$ cat src/rtl/tama_pkg.sv
// rtl/tama_pkg.sv - shared constants for the needs engine: action codes, states, level limits, action deltas
package tama_pkg;

    localparam int NEED_W = 4;
    localparam logic [NEED_W-1:0] NEED_MAX   = 4'd15;
    localparam logic [NEED_W-1:0] NEED_ALERT = 4'd12;

    localparam logic [2:0] ACT_FEED      = 3'd0;
    localparam logic [2:0] ACT_PLAY      = 3'd1;
    localparam logic [2:0] ACT_MEDICINE  = 3'd2;
    localparam logic [2:0] ACT_CLEAN     = 3'd3;
    localparam logic [2:0] ACT_SLEEP     = 3'd4;
    localparam logic [2:0] ACT_WAKE      = 3'd5;
    localparam logic [2:0] ACT_SOCIALIZE = 3'd6;

    typedef enum logic [1:0] {
        ST_AWAKE  = 2'd0,
        ST_ASLEEP = 2'd1,
        ST_DEAD   = 2'd2
    } state_t;

    localparam logic [NEED_W-1:0] FEED_DEC      = 4'd4;
    localparam logic [NEED_W-1:0] PLAY_DEC      = 4'd4;
    localparam logic [NEED_W-1:0] PLAY_ENERGY   = 4'd1;
    localparam logic [NEED_W-1:0] MED_DEC       = 4'd6;
    localparam logic [NEED_W-1:0] SOC_DEC       = 4'd4;
    localparam logic [NEED_W-1:0] SOC_HAPPY_DEC = 4'd1;
    localparam logic [NEED_W-1:0] SLEEP_DRAIN   = 4'd1;

endpackage

$ cat src/rtl/need_counter.sv
// rtl/need_counter.sv - one need level: tick phase counter plus saturating 0..15 level register
module need_counter
    import tama_pkg::*;
#(
    parameter int PERIOD = 2
) (
    input  logic              clk,
    input  logic              reset,
    input  logic              freeze,
    input  logic              age_en,
    input  logic              force_age,
    input  logic              clear,
    input  logic [NEED_W-1:0] inc,
    input  logic [NEED_W-1:0] dec,
    output logic [NEED_W-1:0] level
);

    localparam int PW = (PERIOD > 1) ? $clog2(PERIOD) : 1;

    logic [PW-1:0]              phase;
    logic                       wrap;
    logic                       age;
    logic signed [NEED_W+1:0]   sum;

    assign wrap = age_en && (phase == PW'(PERIOD - 1));
    assign age  = age_en && (wrap || force_age);

    // Ageing and action deltas fold into one signed sum so both land on the same edge.
    assign sum = $signed({2'b00, level})
               + $signed({{(NEED_W + 1){1'b0}}, age})
               + $signed({2'b00, inc})
               - $signed({2'b00, dec});

    always_ff @(posedge clk) begin
        if (reset) begin
            phase <= '0;
            level <= '0;
        end else if (!freeze) begin
            if (age_en) begin
                phase <= wrap ? '0 : phase + 1'b1;
            end
            if (clear || sum[NEED_W+1]) begin
                level <= '0;
            end else if (sum[NEED_W]) begin
                level <= NEED_MAX;
            end else begin
                level <= sum[NEED_W-1:0];
            end
        end
    end

endmodule

$ cat src/rtl/needs_engine.sv
// rtl/needs_engine.sv - six need levels aged by a prescaled game tick and lowered by care actions
module needs_engine
    import tama_pkg::*;
#(
    parameter int TICK_DIV    = 50000000,
    parameter int HUNGER_PER  = 2,
    parameter int HAPPY_PER   = 3,
    parameter int HYGIENE_PER = 4,
    parameter int ENERGY_PER  = 3,
    parameter int SOCIAL_PER  = 5,
    parameter int HEALTH_PER  = 6
) (
    input  logic              clk,
    input  logic              reset,
    input  logic              action_valid,
    input  logic [2:0]        action_code,
    output logic              action_ready,
    output logic [NEED_W-1:0] hunger,
    output logic [NEED_W-1:0] happiness,
    output logic [NEED_W-1:0] health,
    output logic [NEED_W-1:0] hygiene,
    output logic [NEED_W-1:0] energy,
    output logic [NEED_W-1:0] social,
    output logic              asleep,
    output logic              dead,
    output logic              tick
);

    localparam int PSW = $clog2(TICK_DIV);

    state_t              state;
    logic [PSW-1:0]      pre_cnt;
    logic                accept;
    logic                act;
    logic                awake;
    logic                go_dead;
    logic                freeze;
    logic                health_alert;
    logic [NEED_W-1:0]   hunger_dec, happy_dec, health_dec, energy_inc, energy_dec, social_dec;
    logic                hygiene_clr;

    always_ff @(posedge clk) begin
        if (reset) begin
            pre_cnt <= '0;
            tick    <= 1'b0;
        end else if (pre_cnt == PSW'(TICK_DIV - 1)) begin
            pre_cnt <= '0;
            tick    <= 1'b1;
        end else begin
            pre_cnt <= pre_cnt + 1'b1;
            tick    <= 1'b0;
        end
    end

    assign accept       = action_valid && action_ready;
    assign awake        = (state == ST_AWAKE);
    assign act          = accept && awake;
    assign go_dead      = (hunger == NEED_MAX) || (health == NEED_MAX);
    // Freezing on the transition cycle too keeps the levels exactly as they were when death was seen.
    assign freeze       = (state == ST_DEAD) || go_dead;
    assign health_alert = (hunger >= NEED_ALERT) || (hygiene >= NEED_ALERT);

    always_comb begin
        hunger_dec  = '0;
        happy_dec   = '0;
        health_dec  = '0;
        energy_inc  = '0;
        energy_dec  = '0;
        social_dec  = '0;
        hygiene_clr = 1'b0;
        if (act) begin
            case (action_code)
                ACT_FEED:      hunger_dec = FEED_DEC;
                ACT_PLAY:      begin happy_dec = PLAY_DEC; energy_inc = PLAY_ENERGY; end
                ACT_MEDICINE:  health_dec = MED_DEC;
                ACT_CLEAN:     hygiene_clr = 1'b1;
                ACT_SOCIALIZE: begin social_dec = SOC_DEC; happy_dec = SOC_HAPPY_DEC; end
                default:       ;
            endcase
        end
        if (tick && state == ST_ASLEEP) begin
            energy_dec = SLEEP_DRAIN;
        end
    end

    always_ff @(posedge clk) begin
        if (reset) begin
            state        <= ST_AWAKE;
            asleep       <= 1'b0;
            dead         <= 1'b0;
            action_ready <= 1'b1;
        end else begin
            case (state)
                ST_AWAKE: begin
                    if (go_dead) begin
                        state        <= ST_DEAD;
                        dead         <= 1'b1;
                        action_ready <= 1'b0;
                    end else if (accept && action_code == ACT_SLEEP) begin
                        state  <= ST_ASLEEP;
                        asleep <= 1'b1;
                    end
                end
                ST_ASLEEP: begin
                    if (go_dead) begin
                        state        <= ST_DEAD;
                        asleep       <= 1'b0;
                        dead         <= 1'b1;
                        action_ready <= 1'b0;
                    end else if ((accept && action_code == ACT_WAKE) || energy == '0) begin
                        state  <= ST_AWAKE;
                        asleep <= 1'b0;
                    end
                end
                ST_DEAD: ;
                default: begin
                    state        <= ST_AWAKE;
                    asleep       <= 1'b0;
                    dead         <= 1'b0;
                    action_ready <= 1'b1;
                end
            endcase
        end
    end

    need_counter #(.PERIOD(HUNGER_PER)) u_hunger (
        .clk(clk), .reset(reset), .freeze(freeze), .age_en(tick), .force_age(1'b0),
        .clear(1'b0), .inc('0), .dec(hunger_dec), .level(hunger)
    );

    need_counter #(.PERIOD(HAPPY_PER)) u_happiness (
        .clk(clk), .reset(reset), .freeze(freeze), .age_en(tick && awake), .force_age(1'b0),
        .clear(1'b0), .inc('0), .dec(happy_dec), .level(happiness)
    );

    need_counter #(.PERIOD(HEALTH_PER)) u_health (
        .clk(clk), .reset(reset), .freeze(freeze), .age_en(tick), .force_age(health_alert),
        .clear(1'b0), .inc('0), .dec(health_dec), .level(health)
    );

    need_counter #(.PERIOD(HYGIENE_PER)) u_hygiene (
        .clk(clk), .reset(reset), .freeze(freeze), .age_en(tick), .force_age(1'b0),
        .clear(hygiene_clr), .inc('0), .dec('0), .level(hygiene)
    );

    // Energy only ages while awake; asleep it drains through energy_dec instead.
    need_counter #(.PERIOD(ENERGY_PER)) u_energy (
        .clk(clk), .reset(reset), .freeze(freeze), .age_en(tick && awake), .force_age(1'b0),
        .clear(1'b0), .inc(energy_inc), .dec(energy_dec), .level(energy)
    );

    need_counter #(.PERIOD(SOCIAL_PER)) u_social (
        .clk(clk), .reset(reset), .freeze(freeze), .age_en(tick), .force_age(1'b0),
        .clear(1'b0), .inc('0), .dec(social_dec), .level(social)
    );

endmodule

$ cat config.mk
export PLATFORM = sky130hd
export DESIGN_NAME = needs_engine
export DESIGN_NICKNAME = d
export VERILOG_FILES = /design/src/rtl/tama_pkg.sv /design/src/rtl/need_counter.sv /design/src/rtl/needs_engine.sv
export SDC_FILE = /design/constraint.sdc
export NUM_CORES = 1
export LEC_CHECK = 0
export CORE_ASPECT_RATIO = 0.5
export CORE_MARGIN = 2
export CORE_UTILIZATION = 30
export CTS_CLUSTER_DIAMETER = 50
export DETAILED_ROUTE_END_ITERATION = 12
export HOLD_SLACK_MARGIN = 0.15
export PLACE_DENSITY = 0.59
export SLEW_MARGIN = 20
export SYNTH_ARGS = -nofsm -noshare
export SYNTH_HDL_FRONTEND = slang
export SYNTH_SLANG_ARGS = --single-unit
export TNS_END_PERCENT = 50
$ cat constraint.sdc
create_clock -name clk -period 2.6 [get_ports clk]
set_input_delay 0.52 -clock clk [delete_from_list [all_inputs] [get_ports clk]]
set_output_delay 0.52 -clock clk [all_outputs]
set_load 0.02 [all_outputs]
* Word level (Yosys, flattened, before mapping)
Index checks and enable logic that the tools add are counted.
Operators by class: $add $sub $neg 19, magnitude comparators 2, equal/unequal tests 21, mux-type cells 46, bitwise gates (word level) 2, reduce and logical (&&, ||, !) cells 34
Operators with widths (number):
- two-way mux 4 bit | 12
- adder 4 x 1 -> 5 bit | 6
- two-way mux 3 bit | 9
- adder 26 x 1 -> 26 bit (second input constant) | 1
- == test 26 bit (second input constant) | 1
- subtractor 6 x 4 -> 6 bit | 4
- logical AND 1 bit | 18
- == test 3 bit (second input constant) | 5
- two-way mux 2 bit | 7
- two-way mux 1 bit | 13
- == test 2 bit (second input constant) | 4
- == test 4 bit (second input constant) | 2
- greater-or-equal comparator 4 bit (second input constant) | 2
- adder 2 x 1 -> 2 bit (second input constant) | 3
- adder 3 x 1 -> 3 bit (second input constant) | 2
- adder 6 x 2 -> 6 bit | 1
- == test 3 x 2 -> 1 bit (second input constant) | 2
- case mux 2 bit (3 select lines) | 1
- case mux 3 bit (2 select lines) | 1
- AND reduction 2 bit | 3
- subtractor 6 x 2 -> 6 bit | 1
- logical OR 1 bit | 5
- logical NOT 4 bit | 1
- inequality test 2 x 1 -> 1 bit (second input constant) | 2
- 15 further kinds | 18
Storage, ports and cells: bits in registers 69, input bits 6, output and inout bits 28, logic and storage cells 142

* Longest topological paths before layout
Gate-level depths: netlist (run 1).
word-level depth 9, mapped depth 14, gate-level depth less buffers 14

* Modules after synthesis
Synthesis (run 1) repeated with hierarchy kept, for this count alone.
Second synthesis, totals: cells, all modules 568, area, all modules 4868.4 sq um
Modules (own cells, without submodules):
- needs_engine | times used 1, cells an instance 190, area an instance 1622.8 sq um, sequential area each 640.6 sq um
- need_counter at u_energy ... | times used 2, cells an instance 61, area an instance 514.2 sq um, sequential area each 120.1 sq um
- need_counter at u_social | times used 1, cells an instance 73, area an instance 605.6 sq um, sequential area each 140.1 sq um
- need_counter at u_health | times used 1, cells an instance 74, area an instance 604.3 sq um, sequential area each 140.1 sq um
- need_counter at u_hygiene | times used 1, cells an instance 58, area an instance 524.3 sq um, sequential area each 120.1 sq um
- need_counter at u_hunger | times used 1, cells an instance 51, area an instance 483.0 sq um, sequential area each 100.1 sq um

* Worst setup path after synthesis (run 1)
No wires, ideal clock.
kind reg2reg, start register tick, end register u_energy.level[2], library setup time 0.087 ns, arrival 2.709 ns, data required time 2.513 ns, path slack -0.196 ns, cell stages (with the launch flop) 12, path buffers 1, period minus slack after synthesis 2.796 ns, path through dfxtp_1 clkbuf_1 nand2_1 nor3b_1 ha_1 ha_1 fa_1 nand2b_1 a21oi_1 xor2_1 a21oi_1 o31ai_1
Between the ends: longest elaborated chain between the ends 8, elaborated cells between the ends (all ways) 10, those cells by class add/sub (3); mux (3); reduce/logical (4)
Ends and longest elaborated chain:
- start, declared | line needs_engine.sv:26 | output logic tick
- start signal, assigned | line needs_engine.sv:45 | tick <= 1'b0;
- start signal, assigned | line needs_engine.sv:48 | tick <= 1'b1;
- start signal, assigned | line needs_engine.sv:51 | tick <= 1'b0;
- logical AND 1 bit | line needs_engine.sv:148 | .clk(clk), .reset(reset), .freeze(freeze), .age_en(tick && awake), .force_age(1'b0),
- logical AND 1 bit | line need_counter.sv:25 | assign wrap = age_en && (phase == PW'(PERIOD - 1));
- logical AND 1 bit | line need_counter.sv:26 | assign age = age_en && (wrap || force_age);
- adder 4 x 1 -> 5 bit | line need_counter.sv:30 | + $signed({{(NEED_W + 1){1'b0}}, age})
- adder 6 x 2 -> 6 bit | line need_counter.sv:31 | + $signed({2'b00, inc})
- subtractor 6 x 2 -> 6 bit * | line need_counter.sv:32 | - $signed({2'b00, dec});
- two-way mux 4 bit | line need_counter.sv:44 | end else if (sum[NEED_W]) begin
- two-way mux 4 bit * | line need_counter.sv:42 | if (clear || sum[NEED_W+1]) begin
- end signal, assigned | line need_counter.sv:47 | level <= sum[NEED_W-1:0];
- end, declared | line need_counter.sv:15 | output logic [NEED_W-1:0] level
Every way passes the cells marked *; elsewhere a longest branch is shown, timed or not. A chain may end at the register's enable or synchronous reset.

* Worst setup path after layout (run 1)
start register u_health.phase[1], end register u_health.level[2]
Between the ends: longest elaborated chain between the ends 8
Ends and longest elaborated chain:
- start, declared | line need_counter.sv:20 | logic [PW-1:0] phase;
- start signal, assigned | line need_counter.sv:40 | phase <= wrap ? '0 : phase + 1'b1;
- == test 3 bit * | line need_counter.sv:25
- logical AND 1 bit * | line need_counter.sv:25
- logical OR 1 bit * | line need_counter.sv:26
- logical AND 1 bit * | line need_counter.sv:26
- adder 4 x 1 -> 5 bit * | line need_counter.sv:30
- subtractor 6 x 4 -> 6 bit * | line need_counter.sv:32
- two-way mux 4 bit | line need_counter.sv:44
- two-way mux 4 bit * | line need_counter.sv:42
- end signal, assigned | line need_counter.sv:47
- end, declared | line need_counter.sv:15
Marked as above.

==> results of run 1 <==
## cell families (layout without fill, tap and decap cells)
group / count (synthesis) / count (layout) / synth area share [%]
compound gates: 83 / 83 / 13.13
xor+xnor: 40 / 40 / 8.715
fa+ha+maj: 35 / 35 / 11.27
buf+inv: 35 / 117 / 4.077
flops: 69 / 69 / 34.36
mux: 1 / 1 / 0.2490
simple gates: 210 / 210 / 28.20
## power groups by stage
stage | Clock [mW] | Combinational, mW | Sequential [mW]
4_1_cts | 1.36 | 1.06 | 1.24
3_5_place_dp | 0 | 0.957 | 1.26
5_1_grt | 1.41 | 1.27 | 1.26
3_3_place_gp | 0 | 0.949 | 1.26
6_report | 1.33 | 1.16 | 1.25
2_1_floorplan | 0 | 0.544 | 1.32
## worst min-delay path by stage
stage                          to  cells past startpoint
6_report       u_hygiene.phase[1]                      2
3_3_place_gp   u_hygiene.phase[1]                      2
5_1_grt        u_hygiene.phase[1]                      2
2_1_floorplan  u_hygiene.phase[1]                      2
3_5_place_dp   u_hygiene.phase[1]                      2
4_1_cts        u_hygiene.phase[1]                      2
## cells in the mapped netlist (all sizes together), types with 7 or more instances
library cell  count
nand3            42
inv              18
buf               8
xnor2            12
nand2            48
nor2             45
ha               33
a21oi            34
nor4              7
dfxtp            69
nand2b           10
clkbuf            8
xor2             28
o21ai            17
and3              8
nand4            11
## per-stage QoR
stage                     instances  hold WS, ns  setup TNS, ns  setup slack, ns
after global placement          698       0.4466         -3.517          -0.4963
final                           725       0.4663        -0.5850          -0.1475
after CTS                       718       0.4599        -0.7705          -0.1630
after floorplan                 473       0.4400      -0.006445        -0.006445
after detailed placement        698       0.4516         -3.972          -0.5709
after global routing            725       0.5006         -1.810          -0.2917
## placed cells by master, fill, tap and decap left out, types with 5 or more instances in the layout
master / n
nand2_1: 46
o21ai_0: 10
ha_1: 24
and3_1: 7
xnor2_1: 10
a211oi_1: 5
nand4_1: 10
nand2b_1: 9
o211ai_1: 6
clkdlybuf4s50_1: 29
a21oi_1: 30
nor4_1: 5
inv_1: 16
buf_4: 48
nor2_1: 42
xor2_1: 25
o21ai_1: 5
nor3_1: 5
nand3_1: 38
clkbuf_16: 9
ha_4: 5
dfxtp_1: 65
## state kept, by name, indices dropped and copies added (netlist names), 2 cells and up
register	count
pre_cnt	26
u_energy.level	4
u_happiness.level	4
u_health.level	4
u_hunger.level	4
u_hygiene.level	4
u_social.level	4
u_health.phase	3
u_social.phase	3
state	2
u_energy.phase	2
u_happiness.phase	2
u_hygiene.phase	2
## final cells by class
| type | instances | area share (%) |
|---|---|---|
| repair buffers | 83 | 13.08 |
| clock buffers | 10 | 4.414 |
| flip-flops and latches | 69 | 25.61 |
| clock inverters | 5 | 1.572 |
| well taps | 170 | 3.929 |
| inverters | 19 | 1.317 |
| multi-input cells | 369 | 50.08 |
## worst max-delay path: stages, from the launching register on
cell and delay (ns):
dfxtp_2 0.33, inv_2 0.04, ha_4 0.15, a222oi_1 0.24, nor2b_1 0.12, ha_2 0.23
ha_4 0.17, xor2_2 0.15, ha_1 0.28, nor2b_4 0.15, or4_4 0.43, a21oi_4 0.19
nor3_2 0.06, o21ai_1 0.12
## repair_timing
item	in CTS	in global routing
pin swaps	16	24
setup endpoints to repair	9	12
resized for setup	25	25
hold buffers	0	0
setup buffers	5	7
## metal layers
layer	GRT usage (%)	vias to the layer above
met5	0	-
met2	24.03	25
met4	4.822	0
li1	-	1832
met1	16.54	1660
met3	3.692	10
==> results_dict.tcl, run 1 <==
set metrics [dict create \
    status "complete, but fails checks" \
    violations "setup timing" \
    vias_per_cell 4.865 \
    critPathKind "reg2reg" \
    fp.coreArea_um2 12880 \
    grt_start_max_net_pins 36 \
    slew_viol_final 0 \
    start_util_pct 31.21 \
    globalplace.congestion 0.7793 \
    hold_viol_final 0 \
    clock_path_buffers 2 \
    synth_area_leader_cell "dfxtp_1" \
    timing.rr.end "u_health.level[2]" \
    yosys_register_bits 69 \
    yosys_warnings 0 \
    power.leakage_nw 2.141 \
    crit_path_start_kind "register" \
    diodes 0 \
    drc 0 \
    placed_area_um2 4810 \
    grt_pass1_wl_um 16060 \
    gr-total-overflow 0 \
    fin_area_um2 5414 \
    end_kind "register" \
    wl_met1_um 4543 \
    r2r_slack_ns -0.15 \
    area_delta_synth_final_pct 34.67 \
    internal_power_mw 2.571 \
    synth_seq_area_share_pct 34.36 \
    min_from "u_hygiene.phase[1]" \
    reg2reg_from "u_health.phase[1]" \
    portBuffers 33 \
    p_sw_mw 1.171 \
    nets 592 \
    skew_ns 0.007676 \
    switching_share_pct 31.29 \
    fmax_mhz 364.0 \
    dp_hpwl_um 6733 \
    peakVddDrop_mv 0.3219 \
    cts_buffers 9 \
    worst_pin_slew_ns 1.006 \
    syn_area_per_cell_um2 8.499 \
    wl_met2_um 4538 \
    total_power_mw 3.742 \
    cts_tree "done" \
    synthFlopType "dfxtp_1" \
    p_per_area_nw_per_um2 691.1 \
    clk_latency_ns 0.34 \
    p_clk_share_pct 35.6 \
    setup_ws_ns -0.1475 \
    cp-startpoint "u_health.phase[1]" \
    nFillCells 1247 \
    pin_count 34 \
    vias 3527 \
    crit_end "u_health.level[2]" \
    drive_gt1_share_pct 22.52 \
    setup_violations 7 \
    clk_pin_slew_ns 0.06 \
    final_util_pct 42.03 \
    synth_area_leaders "dfxtp_1 (34%), ha_1 (10%), xor2_1 (6.1%), nand3_1 (4.7%), nand2_1 (4.4%)" \
    crit_arrival_ns 3.01 \
    finalWirelength_um 9454 \
    yosys.area.top_type_share_pct 34.36 \
    syn_inst 473 \
    reg2reg_depth 13 \
    rsz0062_at_grt "yes" \
    period_share_pct 105.7 \
    num_rows 29 \
    power.share.sequential_pct 33.3 \
    synthArstFlopShare_pct 0 \
    synth_edf_count 0 \
    synth_area_um2 4020 \
    h-tree-depth 3 \
    wl_per_cell_um 13.04 \
    hold_class "reg2reg" \
    pwr-share-comb_pct 31.0 \
    top_layer "met4" \
    syn_nets 514 \
    die_w_um 167.7 \
    drt-pass1-iter-count 4 \
    dieArea_um2 14400 \
    met3_length_um 248 \
    antenna_found_initial 0 \
    fin_crit_ns 2.748 \
    grt_pass1_vias 3490 \
    cp_max_fo 5 \
    seq_area_um2 1386 \
    drtIter0Drc 157 \
    required_ns 2.87 \
    cts-root-buf "clkbuf_16" \
    clkSinkCount 69 \
    maxSlewHeadroom_pct 32.96 \
    die_y_um 85.86 \
    ant_nets 0 \
    multiInputGateArea_um2 2711 \
    cap_violations 0 \
    ys_types 59 \
    grt_usage_pct 13.75 \
]
(Power assumes the default switching activity.)
==> run 2: changes to the inputs <==
CORE_UTILIZATION = 53   (was 30)
PLACE_DENSITY = 0.87   (was 0.59)
==> run 2 against run 1 <==
Net effect: die area shrank 42%; the run still ends with setup timing left; final area down 3.2%; hold slack improved by 0.0060 ns; first-iteration DRC count is 31% higher; largest power group unchanged; critical endpoint is now u_energy.level[1]; highest routed layer unchanged.
==> results_dict.tcl, run 2 (synthesis results as in run 1) <==
set metrics [dict create \
    status "complete, but fails checks" \
    violations "setup timing" \
    cp_top_family "compound AO/OA/AOI/OAI gates" \
    clkSinkCount 69 \
    nets 586 \
    antenna_found_initial 0 \
    hold_viol_final 0 \
    ant_nets 0 \
    hold_class "reg2reg" \
    power.share.sequential_pct 32.2 \
    die_y_um 65.59 \
    vias_per_cell 5.834 \
    layoutNonFillerInstCount 646 \
    final_util_pct 71.31 \
    largest-register "pre_cnt" \
    reg2reg_depth 13 \
    largest_register_ffs 26 \
    end_kind "register" \
    start_util_pct 54.70 \
    grt_pass1_wl_um 16500 \
    drive_gt1_share_pct 20.36 \
    slew_viol_final 0 \
    drc 0 \
    cts-root-buf "clkbuf_16" \
    hold_end "u_happiness.level[0]" \
    cp_max_fo 4 \
    globalplace.congestion 0.8206 \
    grt_start_max_net_pins 36 \
    pwr-share-comb_pct 33.1 \
    reg2reg_from "state[1]" \
    internal_power_mw 2.608 \
    hold_buffers 0 \
    setup_ws_ns -0.2040 \
    fin_crit_ns 2.804 \
    drtIter0Drc 206 \
    final_common_cell "dfxtp_1" \
    die_w_um 127.2 \
    crit_slowest_cell "dfxtp_2" \
    path_cells "nor2_4 -> nand2_1 -> nor3b_2 -> ha_2 -> ha_2 -> xor2_2 -> inv_1 -> ha_4 -> o21ai_0 -> o21bai_1 -> a21oi_2 -> xnor2_2 -> o31ai_2" \
    clk_pin_slew_ns 0.06 \
    required_ns 2.85 \
    crit_path_start_kind "register" \
    wl_per_cell_um 15.54 \
    drt-pass1-iter-count 7 \
    critPathKind "reg2reg" \
    p_per_area_nw_per_um2 734.1 \
    min_from "u_happiness.level[0]" \
    vias 3769 \
    portBuffers 33 \
    grt_pass1_vias 3600 \
    num_rows 22 \
    max_stage_delay_ns 0.33 \
    finalWirelength_um 10040 \
    setup_violations 9 \
    cap_violations 0 \
    peakVddDrop_mv 0.4064 \
    h-tree-depth 3 \
    period_share_pct 107.8 \
    fmax_mhz 356.6 \
    p_sw_mw 1.239 \
    rsz0062_at_grt "yes" \
    final_cell_mix "dfxtp_1 (65), nand2_1 (47), nor2_1 (42), buf_4 (42), nand3_1 (38)" \
    hold_depth 2 \
    pin_count 34 \
    cts_buffers 9 \
    fp.coreArea_um2 7350 \
    clk_latency_ns 0.34 \
    skew_ns 0.005719 \
    timing.rr.end "u_energy.level[1]" \
    r2r_slack_ns -0.20 \
    crit_buf_inv 1 \
    cts_tree "done" \
    diodes 0 \
    grt_usage_pct 25.05 \
    crit_top_cell "ha_2" \
    area_delta_synth_final_pct 30.38 \
    dieArea_um2 8340 \
    gr-total-overflow 0 \
    switching_share_pct 32.20 \
    crit_arrival_ns 3.05 \
    power.leakage_nw 2.101 \
    worst_pin_slew_ns 0.9893 \
    clock_path_buffers 2 \
    dp_hpwl_um 6447 \
    dp.cells 622 \
    maxSlewHeadroom_pct 34.05 \
    p_clk_share_pct 34.7 \
]
-- run 2: what timing repair did --
item,CTS,global route
setup buffers,4,4
endpoints found under the setup margin,9,12
resized for setup,22,15
pin swaps,11,10
-- run 2: cell type report --
cell class	instances	area, um^2
sequential	69	1386
clock buffer	10	239.0
fill	520	2108
multi-input combinational	369	2675
clock inverter	6	86.33
inverter	19	71.32
tap	96	120.1
timing repair buffer	77	663.1
-- run 2: worst max path at each step --
stage / start / end / slack [ns] / cells past startpoint
final: state[1] / u_energy.level[1] / -0.20 / 13
after global routing: state[1] / u_energy.level[2] / -0.31 / 13
after detailed placement: action_code[0] / u_energy.level[2] / -0.65 / 13
after floorplan: state[1] / u_energy.level[2] / -0.006 / 14
after CTS: u_health.phase[1] / u_health.level[2] / -0.12 / 13
after global placement: action_code[0] / u_energy.level[2] / -0.53 / 13
-- run 2: power by group through the flow --
stage               logic (mW)  clock network (mW)  registers [mW]
CTS                       1.10                1.34            1.23
floorplan                0.544                   0            1.32
global route              1.36                1.39            1.25
global placement         0.907                   0            1.25
detailed placement       0.941                   0            1.26
finish                    1.27                1.34            1.24
-- run 2: per-layer routing --
layer	track usage [%]	part of all wire [%]	wire (um)	vias up
li1	-	-	-	1827
met1	29.74	42	4228	1781
met2	43.88	49	4957	129
met3	6.596	6.0	603	32
met4	10.16	2.5	250	0
met5	0	0	0	-
-- run 2: per-stage QoR --
step / total power, mW / worst slack, ns / instance area (um^2) / hold slack [ns] / TNS (ns)
4_1_cts: 3.681 / -0.1151 / 5130 / 0.4738 / -0.5905
5_1_grt: 4.000 / -0.3105 / 5241 / 0.4903 / -2.729
6_report: 3.847 / -0.2040 / 5241 / 0.4723 / -1.255
2_1_floorplan: 1.867 / -0.006445 / 4075 / 0.4400 / -0.006445
3_5_place_dp: 2.196 / -0.6522 / 4702 / 0.4645 / -4.204
3_3_place_gp: 2.158 / -0.5276 / 4702 / 0.4468 / -3.408
-- run 2: tightest hold or removal path, delay by kind of cell, from the launching register on --
| kind | cells | cell delay [ns] |
|---|---|---|
| flops | 1 | 0.33 |
| simple gates | 2 | 0.10 |
